--- src/rtl/mem_watch_pkg.sv ---
// Shared types and parameter limits for the memory watch unit.
// Holds the FSM state encoding, default parameter values and legal ranges.
package mem_watch_pkg;

   localparam int unsigned DATA_W_DEF = 16;
   localparam int unsigned ADDR_W_DEF = 5;
   localparam int unsigned RD_LAT_DEF = 1;
   localparam int unsigned DWELL_DEF  = 1024;

   localparam int unsigned RD_LAT_MIN = 1;
   localparam int unsigned RD_LAT_MAX = 4;
   localparam int unsigned DWELL_MIN  = 1;

   typedef enum logic [1:0] {
      ST_ISSUE = 2'd0,
      ST_WAIT  = 2'd1,
      ST_SHOW  = 2'd2
   } state_t;

endpackage

--- src/rtl/rd_return_pipe.sv ---
// Tracks an outstanding read: RD_LAT-deep valid/address shift register whose
// last stage marks the cycle in which the returned word must be sampled.
module rd_return_pipe #(
   parameter int unsigned ADDR_W = 5,
   parameter int unsigned RD_LAT = 1
) (
   input  logic              clk_in,
   input  logic              rst,
   input  logic              i_vld,
   input  logic [ADDR_W-1:0] i_addr,
   output logic              o_cap,
   output logic [ADDR_W-1:0] o_addr
);

   logic [RD_LAT-1:0] r_vld;
   logic [ADDR_W-1:0] r_addr [RD_LAT];

   always_ff @(posedge clk_in or posedge rst) begin
      if (rst) begin
         r_vld <= '0;
         for (int i = 0; i < int'(RD_LAT); i++) r_addr[i] <= '0;
      end else begin
         r_vld[0]  <= i_vld;
         r_addr[0] <= i_addr;
         for (int i = 1; i < int'(RD_LAT); i++) begin
            r_vld[i]  <= r_vld[i-1];
            r_addr[i] <= r_addr[i-1];
         end
      end
   end

   assign o_cap  = r_vld[RD_LAT-1];
   assign o_addr = r_addr[RD_LAT-1];

endmodule

--- src/rtl/mem_watch_unit.sv ---
// Memory watch unit: periodically reads one word (manual) or scans a range
// (auto) of a watched memory and holds the result on a registered display.
module mem_watch_unit
   import mem_watch_pkg::*;
#(
   parameter int unsigned DATA_W = DATA_W_DEF,
   parameter int unsigned ADDR_W = ADDR_W_DEF,
   parameter int unsigned RD_LAT = RD_LAT_DEF,
   parameter int unsigned DWELL  = DWELL_DEF
) (
   input  logic              clk_in,
   input  logic              rst,
   input  logic              mode,
   input  logic [ADDR_W-1:0] sel_addr,
   input  logic [ADDR_W-1:0] scan_lo,
   input  logic [ADDR_W-1:0] scan_hi,
   input  logic              hold,
   output logic              mem_rd_en,
   output logic [ADDR_W-1:0] mem_addr,
   input  logic [DATA_W-1:0] mem_rd_data,
   output logic [DATA_W-1:0] disp_data,
   output logic [ADDR_W-1:0] disp_addr,
   output logic              disp_valid
);

   localparam int unsigned DWELL_W = (DWELL > 1) ? $clog2(DWELL) : 1;
   localparam int unsigned LAT_W   = $clog2(RD_LAT_MAX + 1);

   if (RD_LAT < RD_LAT_MIN || RD_LAT > RD_LAT_MAX) begin : g_bad_rd_lat
      $error("mem_watch_unit: RD_LAT out of range");
   end
   if (DWELL < DWELL_MIN) begin : g_bad_dwell
      $error("mem_watch_unit: DWELL out of range");
   end

   state_t             r_state;
   logic [LAT_W-1:0]   r_lat;
   logic [DWELL_W-1:0] r_dwell;
   logic [ADDR_W-1:0]  r_addr;
   logic               r_auto;
   logic               r_issued;
   logic [DATA_W-1:0]  r_disp_data;
   logic [ADDR_W-1:0]  r_disp_addr;
   logic               r_disp_valid;

   logic              w_rd_en;
   logic [ADDR_W-1:0] w_next_addr;
   logic              w_sel_moved;
   logic              w_cap;
   logic [ADDR_W-1:0] w_cap_addr;

   // Auto scan steps only from an in-range auto address; anything else restarts at scan_lo.
   always_comb begin
      w_next_addr = scan_lo;
      if (!mode) begin
         w_next_addr = sel_addr;
      end else if (r_issued && r_auto && (scan_lo <= scan_hi) &&
                   (r_addr >= scan_lo) && (r_addr < scan_hi)) begin
         w_next_addr = r_addr + ADDR_W'(1);
      end
   end

   assign w_rd_en     = !rst && (r_state == ST_ISSUE) && !hold;
   assign w_sel_moved = !mode && !r_auto && (sel_addr != r_addr);

   assign mem_rd_en  = w_rd_en;
   assign mem_addr   = rst ? '0 : w_next_addr;
   assign disp_data  = r_disp_data;
   assign disp_addr  = r_disp_addr;
   assign disp_valid = r_disp_valid;

   rd_return_pipe #(
      .ADDR_W (ADDR_W),
      .RD_LAT (RD_LAT)
   ) u_rd_return_pipe (
      .clk_in (clk_in),
      .rst    (rst),
      .i_vld  (w_rd_en),
      .i_addr (mem_addr),
      .o_cap  (w_cap),
      .o_addr (w_cap_addr)
   );

   always_ff @(posedge clk_in or posedge rst) begin
      if (rst) begin
         r_state      <= ST_ISSUE;
         r_lat        <= '0;
         r_dwell      <= '0;
         r_addr       <= '0;
         r_auto       <= 1'b0;
         r_issued     <= 1'b0;
         r_disp_data  <= '0;
         r_disp_addr  <= '0;
         r_disp_valid <= 1'b0;
      end else begin
         case (r_state)
            ST_ISSUE: begin
               if (!hold) begin
                  r_addr   <= w_next_addr;
                  r_auto   <= mode;
                  r_issued <= 1'b1;
                  r_lat    <= '0;
                  r_state  <= ST_WAIT;
               end
            end
            // An outstanding read always completes, regardless of hold or input changes.
            ST_WAIT: begin
               if (w_cap) begin
                  r_disp_data  <= mem_rd_data;
                  r_disp_addr  <= w_cap_addr;
                  r_disp_valid <= 1'b1;
               end
               if (r_lat == LAT_W'(RD_LAT - 1)) begin
                  r_lat   <= '0;
                  r_dwell <= '0;
                  r_state <= ST_SHOW;
               end else begin
                  r_lat <= r_lat + LAT_W'(1);
               end
            end
            ST_SHOW: begin
               if (!hold) begin
                  if (w_sel_moved || (r_dwell == DWELL_W'(DWELL - 1))) begin
                     r_dwell <= '0;
                     r_state <= ST_ISSUE;
                  end else begin
                     r_dwell <= r_dwell + DWELL_W'(1);
                  end
               end
            end
            default: r_state <= ST_ISSUE;
         endcase
      end
   end

endmodule

--- config.mk ---
export PLATFORM = sky130hd
export DESIGN_NAME = mem_watch_unit
export DESIGN_NICKNAME = d
export VERILOG_FILES = /design/src/rtl/mem_watch_pkg.sv /design/src/rtl/rd_return_pipe.sv /design/src/rtl/mem_watch_unit.sv
export SDC_FILE = /design/constraint.sdc
export NUM_CORES = 1
export LEC_CHECK = 0
export BUFFER_PORTS_ARGS = -buffer_cell sky130_fd_sc_hd__buf_2
export CORE_ASPECT_RATIO = 1.1
export CORE_UTILIZATION = 54
export DETAILED_ROUTE_END_ITERATION = 8
export GPL_ROUTABILITY_DRIVEN = 0
export PLACE_DENSITY = 0.8
export SETUP_SLACK_MARGIN = 0.3
export SLEW_MARGIN = 0
export SYNTH_ARGS = -nofsm -noshare
export SYNTH_HDL_FRONTEND = slang
export SYNTH_SLANG_ARGS = --single-unit
export TNS_END_PERCENT = 1
--- constraint.sdc ---
create_clock -name clk_in -period 3.5 [get_ports clk_in]
set_input_delay 0.7 -clock clk_in [delete_from_list [all_inputs] [get_ports clk_in]]
set_output_delay 0.7 -clock clk_in [all_outputs]
set_load 0.005 [all_outputs]
==> flow_summary.toml <==
[synth]
synth-edff-count = 0
syn_inst = 249
ys_seq_area_share_pct = 46.93
netlist-cell-type-count = 42
synth.ff_latch_count = 50
async_flop_share_pct = 100.0
syn_avg_cell_area_sq_um = 10.71
synth-warning-count = 0
synthFlopType = "dfrtp_1"
netlist_area_sq_um = 2666
syn_nets = 302

[sta]
final.min_clock_period_ns = 3.308
maxSlewViolCount = 0
maxSlewHeadroom_pct = 42.70
rsz0062_at_grt = "yes"
worstMarginPinSlew_ns = 0.8575
setup_tns_ns = 0
post-route-period-util_pct = 94.52
fmax_mhz = 302.3
setup_ws_ns = 0.1920
setup_viol_count_final = 0
fin_worst_skew_ns = 0.01139
finalHoldViolations = 0

[global_route]
grt_antenna_before_repair = 0
grt_overflow = 0
grt_pass1_vias = 2078
grt_pass1_wl_mm = 9.446
grt_max_degree = 51
grtUsageTotal_pct = 23.02

[cells_and_area]
nets = 376
final_layout_size_suffix_gt1_share_pct = 39.20
multiInputGateArea_sq_um = 1435
area_growth_pct = 24.82
seq_area_sq_um = 1252
n_antenna_cell = 0
nFillCells = 327

[setup_path]
crit_fanout = 3
cpMaxStageDelayCell = "a2111oi_4"
critPathKind = "in2out"
path_delay_family = "compound AO/OA/AOI/OAI gates"
worst-path-buf-inv = 4
worstPathRequired_ns = 2.80
crit_path_start_kind = "primary input"
path_cells = "buf_2 -> ha_1 -> o21ai_1 -> o21ai_2 -> a2111oi_4 -> buf_4 -> buf_8 -> mux2i_4 -> o21ai_2 -> buf_2"
critPathMaxStageDelay_ns = 0.38
critPathArrivalTime_ns = 2.61
critPathCaptureType = "output port"

[detailed_routing]
wirelength_mm = 6.106
viasPerCell = 5.768
drt_first_pass_iters = 6
wire_per_inst_microns = 16.07
drt-initial-drc-count = 79
ant_nets = 0
num_vias = 2192
drc = 0

[run]
drv_cap = 0

[cts]
clock_latency_ns = 0.32
cts.sinks = 50
cts.clk_slew.worst_paths_ns = 0.10
cts.htree.levels = 2
cts_root_buffer = "clkbuf_8"
cts_max_path_buffers = 2
cts_buffers = 5
cts_tree = "done"

[place]
pre_cts_slack_ns = 0.1136
dp_hpwl_mm = 4.054
portBuffers = 62

[worst_hold_path]
min_path_type = "reg2reg"

[die]
initial_core_util_pct = 56.92
die_y_microns = 75.70
fp.dieW_microns = 69
core_area_sq_um = 4684
num_rows = 26
dieArea_sq_um = 5223
ios = 63

[power]
worst_ir_drop_vdd_v = 0.0002513
power_density_nw_per_um2 = 653.7
p_leak_nw = 1.619

[run_status]
outcome = "finished, final reports clean"
-- registers in the layout (all words and copies together), names as in the netlist --
name                     cells
r_state                      2
r_auto                       1
r_addr                       5
disp_data                   16
u_rd_return_pipe.o_cap       1
u_rd_return_pipe.o_addr      5
r_issued                     1
r_lat                        3
disp_addr                    5
r_dwell                     10
disp_valid                   1
-- per-stage QoR --
stage | instance area [sq um] | power, mW | util (%) | hold slack (ns) | cells
floorplan | 2666 | 1.427 | - | 0.4349 | 249
global placement | 3037 | 1.678 | 64.82 | 0.4573 | 363
detailed placement | 3037 | 1.721 | 64.82 | 0.4588 | 363
CTS | 3228 | 2.099 | 68.91 | 0.4863 | 378
global route | 3328 | 2.317 | 71.05 | 0.5016 | 380
finish | 3328 | 2.176 | 71.05 | 0.4808 | 380
-- power by group --
group / internal [mW] / switching, mW
clock: 0.143 / 0.206
combinational: 0.457 / 0.452
sequential: 0.762 / 0.156
-- worst reg2reg max path, stage by stage (launching register included) --
cell       delay [ns]
dfrtp_1          0.50
ha_1             0.36
a21oi_1          0.19
a21oi_2          0.10
a2111oi_4        0.30
buf_4            0.19
buf_8            0.13
mux2i_4          0.07
buf_4            0.14
buf_4            0.12
buf_4            0.12
buf_4            0.12
buf_4            0.12
o21ai_0          0.16
-- cell type report --
| class | instances | area share (%) |
|---|---|---|
| Tap cell | 56 | 2.105 |
| Sequential cell | 50 | 37.63 |
| Clock buffer | 5 | 2.068 |
| Timing Repair Buffer | 73 | 12.52 |
| Multi-Input combinational cell | 178 | 43.12 |
| Clock inverter | 3 | 0.7143 |
| Inverter | 15 | 1.842 |
-- cell usage in the layout, fill, tap and decap left out, types with 6 or more instances in the layout --
| cell | n |
|---|---|
| buf_2 | 60 |
| nand2_1 | 17 |
| ha_1 | 17 |
| o21ai_0 | 13 |
| buf_4 | 10 |
| nand3_1 | 8 |
| nor2_1 | 12 |
| inv_1 | 13 |
| dfrtp_1 | 49 |
| a21oi_1 | 11 |
| a22o_1 | 6 |
| mux2_2 | 22 |
-- worst paths after layout --
check | endpoint | cells after the start | startpoint | slack, ns
worst max-delay path | mem_addr[2] | 10 | scan_lo[2] | 0.19
worst min-delay path | disp_valid | 1 | disp_valid | 0.48
worst max register to register | r_addr[4] | 13 | r_addr[2] | 0.81
worst min register to register | disp_valid | 1 | disp_valid | 0.48
max in group asynchronous | r_addr[0] | 3 | rst | 2.44
min in group asynchronous | r_state[1] | 3 | rst | 0.63
-- synth_stat cells (2+ instances only) --
cell type / number / share of area, %
a31oi_1: 2 / 0.47
buf_1: 2 / 0.28
nor3b_1: 3 / 0.84
nor3_1: 5 / 0.94
nand2b_1: 4 / 0.94
o21ai_0: 17 / 3.2
a211oi_1: 2 / 0.56
mux2i_1: 6 / 2.3
o21ai_1: 2 / 0.38
mux2_2: 22 / 9.3
a21oi_2: 2 / 0.66
clkbuf_1: 2 / 0.28
and4_1: 2 / 0.66
a21oi_1: 11 / 2.1
xor2_1: 4 / 1.3
or3_1: 2 / 0.47
buf_2: 2 / 0.38
nor2_1: 12 / 1.7
ha_1: 18 / 8.4
xnor2_1: 4 / 1.3
nand3_1: 8 / 1.5
o211ai_1: 2 / 0.56
inv_1: 15 / 2.1
a22o_1: 6 / 2.0
nor2b_1: 6 / 1.4
a21o_1: 4 / 1.1
and3_1: 4 / 0.94
dfrtp_1: 50 / 47
nand2_1: 17 / 2.4
-- per-layer routing --
metal | routed length (microns) | global-route usage, % | part of all wire [%]
met1 | 2557 | 28.58 | 42
met4 | 158 | 10.20 | 2.6
met2 | 2939 | 39.37 | 48
met3 | 450 | 5.159 | 7.4
met5 | 0 | 0 | 0
-- timing repair --
item,4_1_cts,5_1_grt
endpoints found under the setup margin,5,5
setup buffers,7,2
cloned,0,0
hold buffers,0,0
pin swaps,8,7
gates resized for setup,14,19
-- cell families after synthesis --
kind of cell,Yosys count,share of synthesized area [%]
mux,28,11.54
flops,50,46.93
buf+inv,21,3.050
fa+ha+maj,18,8.447
xor+xnor,8,2.628
simple gates,73,14.74
compound gates,51,12.67
Power figures use the tool's default switching activity.
